--- src/rtl/writeback_stage_pkg.sv ---
// Shared types and constants for the writeback stage and its register file.
package writeback_stage_pkg;

  localparam int unsigned DATA_W    = 16;
  localparam int unsigned ADDR_W    = 3;
  localparam int unsigned REG_COUNT = 8;
  localparam int unsigned PSR_W     = 3;

  // Result select encoding for W_Control
  typedef enum logic [1:0] {
    WB_ALU = 2'd0,
    WB_MEM = 2'd1,
    WB_PC  = 2'd2,
    WB_NPC = 2'd3
  } wb_sel_e;

  localparam logic [PSR_W-1:0] PSR_N = 3'b100;
  localparam logic [PSR_W-1:0] PSR_Z = 3'b010;
  localparam logic [PSR_W-1:0] PSR_P = 3'b001;

  // NZP classification of a written value
  function automatic logic [PSR_W-1:0] psr_of(input logic [DATA_W-1:0] v);
    logic [PSR_W-1:0] r;
    r = PSR_P;
    if (v[DATA_W-1]) begin
      r = PSR_N;
    end else if (v == '0) begin
      r = PSR_Z;
    end
    return r;
  endfunction

endpackage

--- src/rtl/writeback_stage_if.sv ---
// Writeback bus: result candidates and register indices in, flags and read data out.
interface writeback_stage_if;
  import writeback_stage_pkg::*;

  logic                enable_writeback;
  wb_sel_e             W_Control;
  logic [DATA_W-1:0]   aluout;
  logic [DATA_W-1:0]   memout;
  logic [DATA_W-1:0]   pcout;
  logic [DATA_W-1:0]   npc;
  logic [ADDR_W-1:0]   dr;
  logic [ADDR_W-1:0]   sr1;
  logic [ADDR_W-1:0]   sr2;
  logic                writeback_en_out;
  logic [PSR_W-1:0]    psr;
  logic [DATA_W-1:0]   VSR1;
  logic [DATA_W-1:0]   VSR2;

  modport master (
    output enable_writeback, W_Control, aluout, memout, pcout, npc, dr, sr1, sr2,
    input  writeback_en_out, psr, VSR1, VSR2
  );

  modport slave (
    input  enable_writeback, W_Control, aluout, memout, pcout, npc, dr, sr1, sr2,
    output writeback_en_out, psr, VSR1, VSR2
  );

endinterface

--- src/rtl/writeback_regfile.sv ---
// 8x16 register file: one write port, two registered read ports with write-through.
module writeback_regfile
  import writeback_stage_pkg::*;
(
  input  logic              clock,
  input  logic              reset,
  input  logic              we,
  input  logic [ADDR_W-1:0] waddr,
  input  logic [DATA_W-1:0] wdata,
  input  logic [ADDR_W-1:0] raddr1,
  input  logic [ADDR_W-1:0] raddr2,
  output logic [DATA_W-1:0] rdata1,
  output logic [DATA_W-1:0] rdata2
);

  logic [DATA_W-1:0] rf [REG_COUNT];

  // Storage: async clear, single write port
  always_ff @(posedge clock or negedge reset) begin
    if (!reset) begin
      for (int unsigned i = 0; i < REG_COUNT; i++) begin
        rf[i] <= '0;
      end
    end else if (we) begin
      rf[waddr] <= wdata;
    end
  end

  // Read ports registered every cycle; a same-cycle write to the read index is forwarded
  always_ff @(posedge clock or negedge reset) begin
    if (!reset) begin
      rdata1 <= '0;
      rdata2 <= '0;
    end else begin
      rdata1 <= (we && (raddr1 == waddr)) ? wdata : rf[raddr1];
      rdata2 <= (we && (raddr2 == waddr)) ? wdata : rf[raddr2];
    end
  end

endmodule

--- src/rtl/writeback_stage.sv ---
// Writeback stage: selects the result, writes the register file, tracks NZP flags.
module writeback_stage
  import writeback_stage_pkg::*;
(
  input  logic          clock,
  input  logic          reset,
  writeback_stage_if.slave bus
);

  logic [DATA_W-1:0] dr_in;
  logic [PSR_W-1:0]  psr_q;
  logic              wben_q;

  // Result mux
  always_comb begin
    dr_in = bus.aluout;
    unique case (bus.W_Control)
      WB_ALU:  dr_in = bus.aluout;
      WB_MEM:  dr_in = bus.memout;
      WB_PC:   dr_in = bus.pcout;
      WB_NPC:  dr_in = bus.npc;
      default: dr_in = bus.aluout;
    endcase
  end

  // Flags follow each committed write; enable echo delayed one cycle
  always_ff @(posedge clock or negedge reset) begin
    if (!reset) begin
      psr_q  <= '0;
      wben_q <= 1'b0;
    end else begin
      wben_q <= bus.enable_writeback;
      if (bus.enable_writeback) begin
        psr_q <= psr_of(dr_in);
      end
    end
  end

  assign bus.psr              = psr_q;
  assign bus.writeback_en_out = wben_q;

  writeback_regfile u_regfile (
    .clock  (clock),
    .reset  (reset),
    .we     (bus.enable_writeback),
    .waddr  (bus.dr),
    .wdata  (dr_in),
    .raddr1 (bus.sr1),
    .raddr2 (bus.sr2),
    .rdata1 (bus.VSR1),
    .rdata2 (bus.VSR2)
  );

endmodule
--- src/flat_wrapper.sv ---
// flat-port wrapper written by rule: the top's interface ports become plain ports
module writeback_stage_flat import writeback_stage_pkg::*;
  (clock, reset, bus_enable_writeback, bus_W_Control, bus_aluout, bus_memout, bus_pcout, bus_npc, bus_dr, bus_sr1, bus_sr2, bus_writeback_en_out, bus_psr, bus_VSR1, bus_VSR2);
  writeback_stage_if bus_i ();
  input  logic clock;
  input  logic reset;
  input wire logic [$bits(bus_i.enable_writeback)-1:0] bus_enable_writeback;
  input wire logic [$bits(bus_i.W_Control)-1:0] bus_W_Control;
  input wire logic [$bits(bus_i.aluout)-1:0] bus_aluout;
  input wire logic [$bits(bus_i.memout)-1:0] bus_memout;
  input wire logic [$bits(bus_i.pcout)-1:0] bus_pcout;
  input wire logic [$bits(bus_i.npc)-1:0] bus_npc;
  input wire logic [$bits(bus_i.dr)-1:0] bus_dr;
  input wire logic [$bits(bus_i.sr1)-1:0] bus_sr1;
  input wire logic [$bits(bus_i.sr2)-1:0] bus_sr2;
  output wire logic [$bits(bus_i.writeback_en_out)-1:0] bus_writeback_en_out;
  output wire logic [$bits(bus_i.psr)-1:0] bus_psr;
  output wire logic [$bits(bus_i.VSR1)-1:0] bus_VSR1;
  output wire logic [$bits(bus_i.VSR2)-1:0] bus_VSR2;
  assign bus_i.enable_writeback = bus_enable_writeback;
  assign bus_i.W_Control = bus_W_Control;
  assign bus_i.aluout = bus_aluout;
  assign bus_i.memout = bus_memout;
  assign bus_i.pcout = bus_pcout;
  assign bus_i.npc = bus_npc;
  assign bus_i.dr = bus_dr;
  assign bus_i.sr1 = bus_sr1;
  assign bus_i.sr2 = bus_sr2;
  assign bus_writeback_en_out = bus_i.writeback_en_out;
  assign bus_psr = bus_i.psr;
  assign bus_VSR1 = bus_i.VSR1;
  assign bus_VSR2 = bus_i.VSR2;
  writeback_stage u_core (.clock(clock), .reset(reset), .bus(bus_i));
endmodule
--- config.mk ---
export PLATFORM = sky130hd
export DESIGN_NAME = writeback_stage_flat
export DESIGN_NICKNAME = d
export VERILOG_FILES = /design/src/rtl/writeback_stage_pkg.sv /design/src/rtl/writeback_stage_if.sv /design/src/rtl/writeback_regfile.sv /design/src/rtl/writeback_stage.sv /design/src/flat_wrapper.sv
export SDC_FILE = /design/constraint.sdc
export NUM_CORES = 1
export LEC_CHECK = 0
export ABC_AREA = 1
export BUFFER_PORTS_ARGS = -buffer_cell sky130_fd_sc_hd__buf_2
export CAP_MARGIN = 20
export CORE_ASPECT_RATIO = 0.6
export CORE_MARGIN = 2
export CORE_UTILIZATION = 34
export CTS_CLUSTER_SIZE = 24
export DETAILED_ROUTE_END_ITERATION = 12
export PLACE_DENSITY_LB_ADDON = 0.3
export SLEW_MARGIN = 20
export SYNTH_ARGS = -nofsm -noshare
export SYNTH_HDL_FRONTEND = slang
export SYNTH_SLANG_ARGS = --single-unit
--- constraint.sdc ---
create_clock -name clock -period 1.27 [get_ports clock]
set_clock_uncertainty 0.2 [all_clocks]
set_input_delay 0.127 -clock clock [delete_from_list [all_inputs] [get_ports clock]]
set_output_delay 0.127 -clock clock [all_outputs]
set_load 0.01 [all_outputs]
==> impl_metrics.yaml <==
outcome:
  status: "finished with violations"
  violations: "hold timing, setup timing"
sta:
  fin_ws_ps: -52.3
  slew_headroom_pct: 71.1
  max_freq_mhz: 756
  tightestPinTransition_ps: 433
  grt_setup_unrepaired: "true"
  hold_slack_ps: -43.1
  drv_slew: 0
  period_needed_ps: 1320
  final-setup-viol-count: 31
  min_period_over_period_pct: 104
  hold_viol: 24
run:
  drv_cap: 0
cts:
  clockRootBuffer: "clkbuf_16"
  cts_tree: "yes"
  postCtsHoldBufs: 4
  clk_latency_ps: 440
  cts_sinks: 164
  cts_max_level: 4
  clock_path_buffers: 2
  path_clk_slew_ps: 60
  numCtsBuffers: 17
route:
  avgViaCountPerCell: 5.29
  drc_errors: 0
  dr_total_vias: 8726
  ant_nets: 0
  drt-total-wl_um: 30800
  drt_iter0_markers: 971
  wl_per_cell_um: 18.6
  drt-pass1-iter-count: 5
placement:
  dp.cells: 1603
  dp_slack_ps: -450
  placed_area_sq_mm: 0.0104
  gp_congestion: 0.865
  place.detailed.hpwl_um: 21300
  io_buffers: 113
yosys:
  ys_ff_latch: 164
  synth_top_area_share_pct: 47.8
  seq_area_frac_synth_pct: 47.8
  ys_warn_count: 0
  synth_area_leaders: "dfrtp_1 48%, o21ai_0 19%, nand2_1 9.5%"
  avgSynthCellArea_sq_um: 7.65
  syn_inst: 1123
  yosysTopAreaCell: "dfrtp_1"
  synth_cell_types: 28
  syn-cell-area_sq_mm: 0.00859
  syn_nets: 1201
power_and_ir_drop:
  ir_drop_mv: 0.812
  finalPower_w: 0.0165
  powerDensity_mw_per_mm2: 1420
  power.leakage_nw: 5.29
worst_hold_path:
  holdCritPathClass: "in2async"
worst_setup_path:
  worstSetupPathType: "reg2out"
  critical_path.top_delay_family: "flip-flops"
  cp-end-kind: "output pin"
  worstSetupStartpointType: "flip-flop"
  cp_max_fo: 1
  critPathRequiredTime_ps: 940
  cpPeakStageDelay_ps: 410
  slowest_stage: "dfrtp_1"
  crit_chain: "buf_6"
  r2r-start: "u_core.u_regfile.rf[43]"
  r2r-end: "u_core.u_regfile.rdata2[11]"
  r2r_setup_slack_ps: -40
  r2r_cells: 6
  crit_buf_inv: 1
  worstPathArrival_ps: 1000
die:
  die_x_um: 209
  row_count: 45
  fp.dieH_um: 127
  start_util_pct: 34.3
  dieArea_sq_mm: 0.0266
  core_region_area_sq_mm: 0.0251
  ioPinCount: 114
cells_and_area:
  stdcell_count: 1651
  final_nets: 1387
  fin_util_pct: 46.2
  area_growth_syn_to_layout_pct: 34.6
  layout-drive-gt1-share_pct: 28.4
  n_antenna_cell: 0
  stdcell_area_sq_mm: 0.0116
grt:
  track_usage_pct: 23.6
  grt_use_met2_pct: 34.9
  grt_pass1_wl_um: 47800
  grt-busiest-layer: "met1"
  antenna_found_initial: 0
  grt_pass1_vias: 8191
  grt_overflow: 0
  grt_max_degree: 34
  grtUsageMet3_pct: 4.15
  use_met1_pct: 35.0
[cells in the final DEF (no fill, tap or decap), types with 2 or more instances in the layout]
cell type,count
a21oi_1,25
a21oi_2,24
a31oi_1,2
buf_12,29
buf_2,93
buf_4,101
buf_6,20
bufinv_16,3
clkbuf_1,3
clkbuf_16,18
clkbuf_8,4
clkinv_2,2
clkinvlp_4,4
dfrtp_1,164
dlygate4sd3_1,4
inv_1,33
inv_2,26
inv_4,2
nand2_1,215
nand2_2,2
nand3_1,47
nand3_2,5
nand4_1,12
nand4_2,5
nor2_1,96
nor2_2,9
o211ai_1,16
o21ai_0,184
o21ai_1,122
o21ai_2,20
o22ai_1,18
o22ai_2,5
xor2_1,2
[cells by family after synthesis]
logic type,synth area share (%)
compound gates,25.2
xor+xnor,0.306
simple gates,19.4
buf+inv,7.34
flops,47.8
[per-layer routing]
metal | vias up | part of all wire, %
met2 | 299 | 43
met1 | 4198 | 49
li1 | 4191 | -
met5 | - | 0
met3 | 38 | 6.1
met4 | 0 | 1.9
[state kept, by name (all words and copies together), names as in the netlist]
signal	flops
u_core.bus.psr	3
u_core.bus.writeback_en_out	1
u_core.u_regfile.rdata1	16
u_core.u_regfile.rdata2	16
u_core.u_regfile.rf	128
[cell usage after synthesis]
master	number
clkbuf_1	44
dfrtp_1	164
a31oi_1	2
o22ai_1	23
nand3_2	5
inv_1	54
inv_4	1
buf_4	2
clkbuf_2	4
nor2_1	104
or2_1	1
buf_6	6
o211ai_1	16
nand4_2	6
xor2_1	2
nor3_2	1
xnor2_1	1
nand2_1	217
o21ai_0	318
buf_2	24
inv_2	7
nand3_1	47
a21oi_1	49
o21ai_1	8
nand4_1	12
buf_1	2
o221ai_1	1
nor2_2	2
[per-stage QoR]
stage               TNS, ps  hold slack (ps)
floorplan              -561             -369
global placement     -46670             -152
detailed placement   -48800             -153
CTS                   -1820            -69.1
global route          -3440            -44.3
finish                 -720            -43.1
[worst max-delay path by stage]
stage | from | end | slack (ps) | cells past startpoint
finish | u_core.u_regfile.rdata2[6] | bus_VSR2[6] | -50 | 1
global route | u_core.u_regfile.rf[97] | u_core.u_regfile.rdata2[1] | -110 | 7
CTS | u_core.u_regfile.rdata2[6] | bus_VSR2[6] | -100 | 1
detailed placement | bus_W_Control[1] | u_core.bus.psr[0] | -450 | 12
global placement | bus_dr[1] | u_core.u_regfile.rdata2[0] | -450 | 7
floorplan | bus_dr[2] | u_core.u_regfile.rdata1[13] | -50 | 8
[repair_timing]
| action | CTS | global route |
|---|---|---|
| setup buffers | 2 | 13 |
| hold endpoints to repair | 170 | 22 |
| resized for setup | 83 | 156 |
| pin swaps | 20 | 64 |
| gates cloned | 0 | 1 |
| endpoints found under the setup margin | 61 | 112 |
[report_power, final]
part	internal (W)	total [W]	leakage, nW	switching (W)
registers	0.00624	0.00698	2.07	0.000739
clock network	0.00330	0.00548	0.292	0.00218
logic	0.00178	0.00402	2.93	0.00224
total	0.0113	0.0165	5.29	0.00516
[area by class of cell]
class,count,area [sq um]
Clock buffer,24,492
Clock inverter,8,123
Fill cell,2441,13500
Inverter,62,241
Multi-Input combinational cell,815,4090
Sequential cell,164,4100
Tap cell,329,412
Timing Repair Buffer,249,2100
Power figures use the tool's default switching activity.
